## config.mk

```make
export PLATFORM = sky130hd
export DESIGN_NAME = pipe_hazard_ctrl
export DESIGN_NICKNAME = d
export VERILOG_FILES = /design/src/rtl/pipe_hazard_ctrl.sv
export SDC_FILE = /design/constraint.sdc
export NUM_CORES = 1
export LEC_CHECK = 0
export CORE_ASPECT_RATIO = 1.1
export CORE_MARGIN = 1.5
export CORE_UTILIZATION = 45
export CTS_CLUSTER_DIAMETER = 200
export CTS_CLUSTER_SIZE = 24
export DETAILED_ROUTE_END_ITERATION = 10
export DONT_BUFFER_PORTS = 1
export PLACE_DENSITY = 0.64
export SLEW_MARGIN = 30
export SYNTH_ARGS = -nofsm -noshare
export SYNTH_HDL_FRONTEND = slang
export SYNTH_SLANG_ARGS = --single-unit
export TNS_END_PERCENT = 50
```

## constraint.sdc

```tcl
create_clock -name clk -period 1.65 [get_ports clk]
set_clock_uncertainty 0.2 [all_clocks]
set_input_delay 0.0825 -clock clk [delete_from_list [all_inputs] [get_ports clk]]
set_output_delay 0.0825 -clock clk [all_outputs]
set_load 0.005 [all_outputs]
```

## src/rtl/pipe_hazard_ctrl.sv

```systemverilog
// ---------------------------------------------------------------------------
// pipe_hazard_ctrl
// Hazard controller for a 5-stage pipeline. It resolves three conditions in
// priority order: memory stall > taken-branch flush > load-use stall.
// The stall and flush outputs are combinational from the FSM state and the
// inputs. A 2-state FSM (RUN / MEM_WAIT) tracks outstanding data-memory
// accesses, and an 8-bit wait counter raises a sticky timeout flag.
//
// Optional feature: define HAZARD_PERF_CNT_EN to build the three 16-bit
// saturating performance counters. Without it the count outputs are tied to
// 0 and clr_cnt is ignored.
//
// Ports
//   clk, rst          clock (rising edge), asynchronous active-high reset
//   id_src1/2         source register indices of the instruction in ID
//   id_use_src1/2     the ID instruction actually reads the source
//   exe_dest          destination index held in ID/EX
//   exe_wb_en         ID/EX write-back enable
//   exe_mem_r_en      ID/EX memory read enable
//   exe_b             branch taken, resolved in EXE
//   mem_req           MEM-stage access pending
//   mem_ready         data memory ready
//   clr_cnt           synchronous clear of the performance counters
//   pc_stall, ifid_stall, idex_stall, exmem_stall   hold PC / pipeline regs
//   ifid_flush, idex_flush                          bubble insertion
//   mem_timeout       sticky memory-wait timeout (registered)
//   stall_cnt, flush_cnt, lu_cnt                    performance counters
// ---------------------------------------------------------------------------
module pipe_hazard_ctrl (
    input  logic        clk,
    input  logic        rst,
    input  logic [3:0]  id_src1,
    input  logic [3:0]  id_src2,
    input  logic        id_use_src1,
    input  logic        id_use_src2,
    input  logic [3:0]  exe_dest,
    input  logic        exe_wb_en,
    input  logic        exe_mem_r_en,
    input  logic        exe_b,
    input  logic        mem_req,
    input  logic        mem_ready,
    input  logic        clr_cnt,
    output logic        pc_stall,
    output logic        ifid_stall,
    output logic        idex_stall,
    output logic        exmem_stall,
    output logic        ifid_flush,
    output logic        idex_flush,
    output logic        mem_timeout,
    output logic [15:0] stall_cnt,
    output logic [15:0] flush_cnt,
    output logic [15:0] lu_cnt
);

    localparam int unsigned WAIT_W = 8;
    localparam int unsigned CNT_W  = 16;

    typedef enum logic {
        RUN      = 1'b0,
        MEM_WAIT = 1'b1
    } state_t;

    state_t              r_state;
    logic [WAIT_W-1:0]   r_wait_cnt;
    logic                r_mem_timeout;

    logic w_mem_stall;
    logic w_load_use;
    logic w_br_flush;
    logic w_lu_stall;

    // Hazard detection and priority resolution
    assign w_mem_stall = ((r_state == RUN) && mem_req && !mem_ready) ||
                         ((r_state == MEM_WAIT) && !mem_ready);
    assign w_load_use  = exe_mem_r_en && exe_wb_en &&
                         ((id_use_src1 && (id_src1 == exe_dest)) ||
                          (id_use_src2 && (id_src2 == exe_dest)));
    assign w_br_flush  = !w_mem_stall && exe_b;
    assign w_lu_stall  = !w_mem_stall && !exe_b && w_load_use;

    // A load-use stall holds PC and IF/ID and injects a bubble into ID/EX
    assign pc_stall    = w_mem_stall | w_lu_stall;
    assign ifid_stall  = w_mem_stall | w_lu_stall;
    assign idex_stall  = w_mem_stall;
    assign exmem_stall = w_mem_stall;
    assign ifid_flush  = w_br_flush;
    assign idex_flush  = w_br_flush | w_lu_stall;

    assign mem_timeout = r_mem_timeout;

    // Memory-wait FSM, wait counter and sticky timeout
    always_ff @(posedge clk or posedge rst) begin
        if (rst) begin
            r_state       <= RUN;
            r_wait_cnt    <= '0;
            r_mem_timeout <= 1'b0;
        end else begin
            case (r_state)
                RUN: begin
                    if (mem_req && !mem_ready) begin
                        r_state <= MEM_WAIT;
                    end
                end
                MEM_WAIT: begin
                    if (mem_ready) begin
                        r_state    <= RUN;
                        r_wait_cnt <= '0;
                    end else begin
                        if (r_wait_cnt == {WAIT_W{1'b1}}) begin
                            r_mem_timeout <= 1'b1;
                        end else begin
                            r_wait_cnt <= r_wait_cnt + WAIT_W'(1);
                        end
                    end
                end
                default: r_state <= RUN;
            endcase
        end
    end

`ifdef HAZARD_PERF_CNT_EN
    logic [CNT_W-1:0] r_stall_cnt;
    logic [CNT_W-1:0] r_flush_cnt;
    logic [CNT_W-1:0] r_lu_cnt;

    // Saturating event counters; clear wins over increment
    always_ff @(posedge clk or posedge rst) begin
        if (rst) begin
            r_stall_cnt <= '0;
            r_flush_cnt <= '0;
            r_lu_cnt    <= '0;
        end else if (clr_cnt) begin
            r_stall_cnt <= '0;
            r_flush_cnt <= '0;
            r_lu_cnt    <= '0;
        end else begin
            if (w_mem_stall && (r_stall_cnt != {CNT_W{1'b1}})) begin
                r_stall_cnt <= r_stall_cnt + CNT_W'(1);
            end
            if (w_br_flush && (r_flush_cnt != {CNT_W{1'b1}})) begin
                r_flush_cnt <= r_flush_cnt + CNT_W'(1);
            end
            if (w_lu_stall && (r_lu_cnt != {CNT_W{1'b1}})) begin
                r_lu_cnt <= r_lu_cnt + CNT_W'(1);
            end
        end
    end

    assign stall_cnt = r_stall_cnt;
    assign flush_cnt = r_flush_cnt;
    assign lu_cnt    = r_lu_cnt;
`else
    logic w_unused_clr;
    assign w_unused_clr = clr_cnt;

    assign stall_cnt = '0;
    assign flush_cnt = '0;
    assign lu_cnt    = '0;
`endif

endmodule

```

* Word level (Yosys, flattened, before mapping)
Index checks and enable logic that the tools add are counted.
Cells by class: multiplexer cells 5, equal/unequal tests 4, add/subtract/negate cells 1, bitwise gates (word level) 4, reduce and logical (&&, ||, !) cells 18
Operator list (count):
- $mux 8 | 2
- $logic_and 1x1->1 | 11
- $add 8x1->8 const B | 1
- $eq 4x4->1 | 2
- $eq 8x8->1 const B | 1
- $logic_not 1->1 | 3
- $reduce_and 3->1 | 1
- $logic_or 1x1->1 | 2
- $mux 1 | 2
- $ne 2x2->1 const B | 1
- $not 1->1 | 2
- $or 1x1->1 | 2
- $pmux 1 s2 | 1
- $reduce_and 2->1 | 1
Word-level totals: flip-flop bits (word level) 10, word-level logic and storage cells 35, output and inout bits 55

* Depth between registers and ports, before layout
word-level depth 8, gate-level depth with buffers 5

* Worst setup path after synthesis
No wires, ideal clock.
path type register to register, start point register r_wait_cnt[0], end point register r_wait_cnt[5], library setup time 0.139 ns, arrival time 1.229 ns, data required time 1.311 ns, cell stages (with the launch flop) 6, setup slack 0.082 ns, path buffers 0, cells stage by stage dfrtp_1 -> ha_1 -> nand3_1 -> nor3_1 -> o311ai_0 -> o31ai_1
Between the ends: cells in the longest elaborated chain, start to end 3
Ends and longest elaborated chain:
- from (decl) | line 64 | logic [WAIT_W-1:0] r_wait_cnt;
- from (signal assigned) | line 112 | r_wait_cnt <= r_wait_cnt + WAIT_W'(1);
- $add 8x1->8 / $eq 8x8->1 (equally long branches) | line 112, 109
- $mux 8 / $ne 2x2->1 (equally long branches)
- $mux 8 / $reduce_and 2->1 (equally long branches)
Several ways; a longest one is shown, not always the timed one. The select of a mux whose other input is x is not followed. A chain may end at the register's enable or synchronous reset.

* Worst setup path after layout
start point register r_state, end point output port idex_flush
Between the ends: cells in the longest elaborated chain, start to end 8
Ends and longest elaborated chain:
- from (decl) | line 63 | state_t r_state;
- from (signal assigned) | line 94 | r_state <= RUN;
- from (signal assigned) | line 101 | r_state <= MEM_WAIT;
- from (signal assigned) | line 106 | r_state <= RUN;
- $not 1->1
- $logic_and 1x1->1 (2 in series) | line 73 | assign w_mem_stall = ((r_state == RUN) && mem_req && !mem_ready) ||
- $logic_or 1x1->1 (*) | line 73
- $logic_not 1->1 (*) | line 78, 79
- $logic_and 1x1->1 (2 in series) | line 79 | assign w_lu_stall = !w_mem_stall && !exe_b && w_load_use;
- $or 1x1->1 (*) | line 87 | assign idex_flush = w_br_flush | w_lu_stall;
- to (decl) | line 48 | output logic idex_flush,
Every way passes the cells marked *; elsewhere a longest branch is shown, timed or not.

==> flow_summary.ini <==
[setup_path]
setup.reg_to_reg.worst_slack_ns = 0.06
top_cell_family_by_delay_on_the_critical_path = simple AND/OR/NAND/NOR gates
rr_worst_depth = 4
cpMaxStageDelayCell = sky130_fd_sc_hd__or4_4
setup.worst_path.end_class = output port
crit_path_max_fanout = 2
critical_path.reg2reg.endpoint = r_state
crit_chain = o21bai_2, nand3_2, or4_4, o211ai_2
worst_r2r_startpoint = r_state
critical_path_buf_inv_count = 0
path_class = reg2out
cp_slowest_stage_delay_ns = 0.42
critPathRequiredTime_ns = 1.37
crit_path_start_kind = flop
worstPathArrival_ns = 1.41

[synthesis]
mappedNetlistArea_um2 = 1060
syn-mean-instance-area_um2 = 8.215
synth_enable_flop_cells = 0
synthDistinctLibCells = 32
post_synthesis_cell_count = 129
synth_top_area_share_pct = 35.42
synth_top_cells_by_count = sky130_fd_sc_hd__buf_4, sky130_fd_sc_hd__dfrtp_1, sky130_fd_sc_hd__nand2_1
post-synth-top-count-cell = sky130_fd_sc_hd__buf_4
synth_seq_cells = 10
ys_seq_area_share_pct = 23.61
yosys_warnings = 0
post_synth_main_area_contributors = sky130_fd_sc_hd__buf_4, sky130_fd_sc_hd__dfrtp_1, sky130_fd_sc_hd__xor2_1, sky130_fd_sc_hd__nand2_1, sky130_fd_sc_hd__o21ai_0
netlist.top_cell.by_area = sky130_fd_sc_hd__buf_4
postSynth.asyncResetShare_pct = 100.0
synth_ff_type = sky130_fd_sc_hd__dfrtp_1

[final_layout]
finalCoreUtilization_pct = 47.19
growth_of_design_area_from_synthesis_to_finish_pct = -0.7083
instances_no_fill = 171
antennaDiodeCount = 0
final_layout_size_suffix_gt1_share_pct = 17.02
layout.nets = 166

[floorplan]
num_rows = 18
pin_count = 77
core_region_area_um2 = 2230
die_height_um = 53.90
die_x_um = 49.27
initial_util_pct = 47.53
fp.dieArea_um2 = 2655

[placed_design]
routabilityCongestion = 0.8998
io_buffer_count = 0
preCtsSetupSlack_ns = 0.008412
numPlacedInstances = 164
dpl.hpwl_mm = 1.413

[detailed_routing]
via_count = 774
totalWireLength_mm = 1.748
avgRoutedWirePerCell_um = 10.22
firstDrtPassIters = 1
drc_errors = 0
routed_via_density = 4.526
detail_route.iter0.violations = 0
ant_nets = 0

[pwr]
share_of_total_power_in_sequential_cells_pct = 49.4
power_frac_comb_pct = 22.7
power.density_cell_area_nw_per_um2 = 531.7
p_int_mw = 0.3956
p_clk_share_pct = 27.9
net_switching_mw = 0.1639
peakVddDrop_uv = 355.7
power.share.switching_pct = 29.30
leakage_nw = 0.5312

[global_routing]
grtUsageMet1_pct = 13.07
globalRouteTotalUtil_pct = 12.90
most_crowded_layer_after_global_routing = met2
grt_use_met3_pct = 4.444
grt_pass1_wl_mm = 2.573
grt_pass1_vias = 663
grt_use_met2_pct = 25.00
number_of_antenna_violations_at_the_first_check_in_global_routing = 0
grt-ovfl-total = 0
grt_start_max_net_pins = 15

[hold_path]
hp-class = in2async

[timing]
maxClockFrequency_ghz = 0.5898
final_hold_violating_endpoints = 0
min_period_ns = 1.696
finalWorstSetupSlack_ns = -0.04553
maxSlewViolCount = 0
rsz0062_at_grt = true
fin_worst_hold_slack_ns = 0.02865
final-setup-viol-count = 1
timing.final.crit_share_pct = 102.8

[clock_network]
clock_root_buffer = sky130_fd_sc_hd__clkbuf_4
cts-root-to-sink-buffers = 2
cts_num_sinks = 10
cts.reportedPaths.clkPinSlew_ns = 0.06
cts_htree_levels = 1
cts-buffers-inserted = 3
cts_tree = yes
clock_insertion_delay_worst_skew_ns = 0.26

[outcome]
result_of_the_run = finished with violations
violations = setup timing

[run]
max-cap-violations = 0
state kept, by name (all words and copies together), names as in the netlist:
name and cells:
r_state 1, mem_timeout 1, r_wait_cnt 8
what timing repair did:
action | in CTS | in global routing
pin swaps | 3 | 1
hold buffers | 3 | 0
setup endpoints to repair | 2 | 7
resized for setup | 3 | 4
hold endpoints to repair | 20 | 0
setup buffers | 1 | 0
logic make-up (layout without fill, tap and decap cells):
group                      Yosys count  after routing  synth area share (%)
AOI/OAI and AO/OA                   24             24                 17.00
xor gates and xnor gates             5              5                 4.132
adders and majority gates            1              1                 1.180
buffers and inverters               58             23                 38.25
DFF                                 10             10                 23.61
other                                1             48                0.3539
and+or+nand+nor                     30             30                 15.46
routing by layer:
metal / share of wire (%) / wire length (µm)
met5: 0 / 0
met4: 1.1 / 19
met3: 8.5 / 148
met2: 52 / 905
met1: 39 / 673
power groups by stage:
stage                     clock (mW)  combinational (mW)  sequential [mW]
after floorplan                    0               0.179            0.277
after global placement             0               0.110            0.277
after detailed placement           0               0.112            0.279
after CTS                      0.165               0.124            0.275
after global routing           0.175               0.153            0.277
final                          0.156               0.127            0.276
how the worst max path moves through the flow:
stage,start,to,slack [ns],depth (start not counted)
after floorplan,r_wait_cnt[0],r_wait_cnt[5],0.08,5
after detailed placement,r_wait_cnt[0],r_wait_cnt[2],0.008,5
after global placement,r_wait_cnt[0],r_wait_cnt[2],0.02,5
final,r_state,idex_flush,-0.05,4
after CTS,r_state,idex_flush,-0.06,4
after global routing,r_state,idex_flush,-0.13,4
stage by stage:
stage / instance area (µm²) / power (mW) / setup TNS, ns
3_5_place_dp: 965.9 / 0.3910 / 0
2_1_floorplan: 1236 / 0.4561 / 0
6_report: 1052 / 0.5595 / -0.04553
3_3_place_gp: 965.9 / 0.3873 / 0
4_1_cts: 1040 / 0.5632 / -0.06238
5_1_grt: 1052 / 0.6045 / -0.1434
cell usage in the layout, fill, tap and decap left out, drive strengths merged:
| cell type | instances |
|---|---|
| dlygate4sd3 | 3 |
| a41oi | 2 |
| a221o | 1 |
| or2b | 1 |
| or4 | 2 |
| and3 | 3 |
| o2111ai | 1 |
| clkbuf | 3 |
| o31ai | 3 |
| buf | 11 |
| nand3b | 2 |
| xor2 | 4 |
| a31o | 1 |
| conb | 48 |
| nor3 | 3 |
| inv | 6 |
| a21oi | 3 |
| o21ai | 5 |
| nand2 | 9 |
| nand2b | 2 |
| o211ai | 2 |
| nand3 | 4 |
| ha | 1 |
| a32o | 1 |
| a211oi | 1 |
| nand4 | 2 |
| o21bai | 3 |
| dfrtp | 10 |
| xnor2 | 1 |
| o311ai | 1 |
| nor2b | 2 |
layout make-up:
class | instances | area (µm²)
inverter | 6 | 22.52
timing repair buffer | 14 | 112.6
sequential | 10 | 250.2
tap | 30 | 37.54
clock buffer | 3 | 22.52
fill | 226 | 1177
multi-input combinational | 108 | 606.8
No activity file was read; power rests on OpenSTA's default activity.
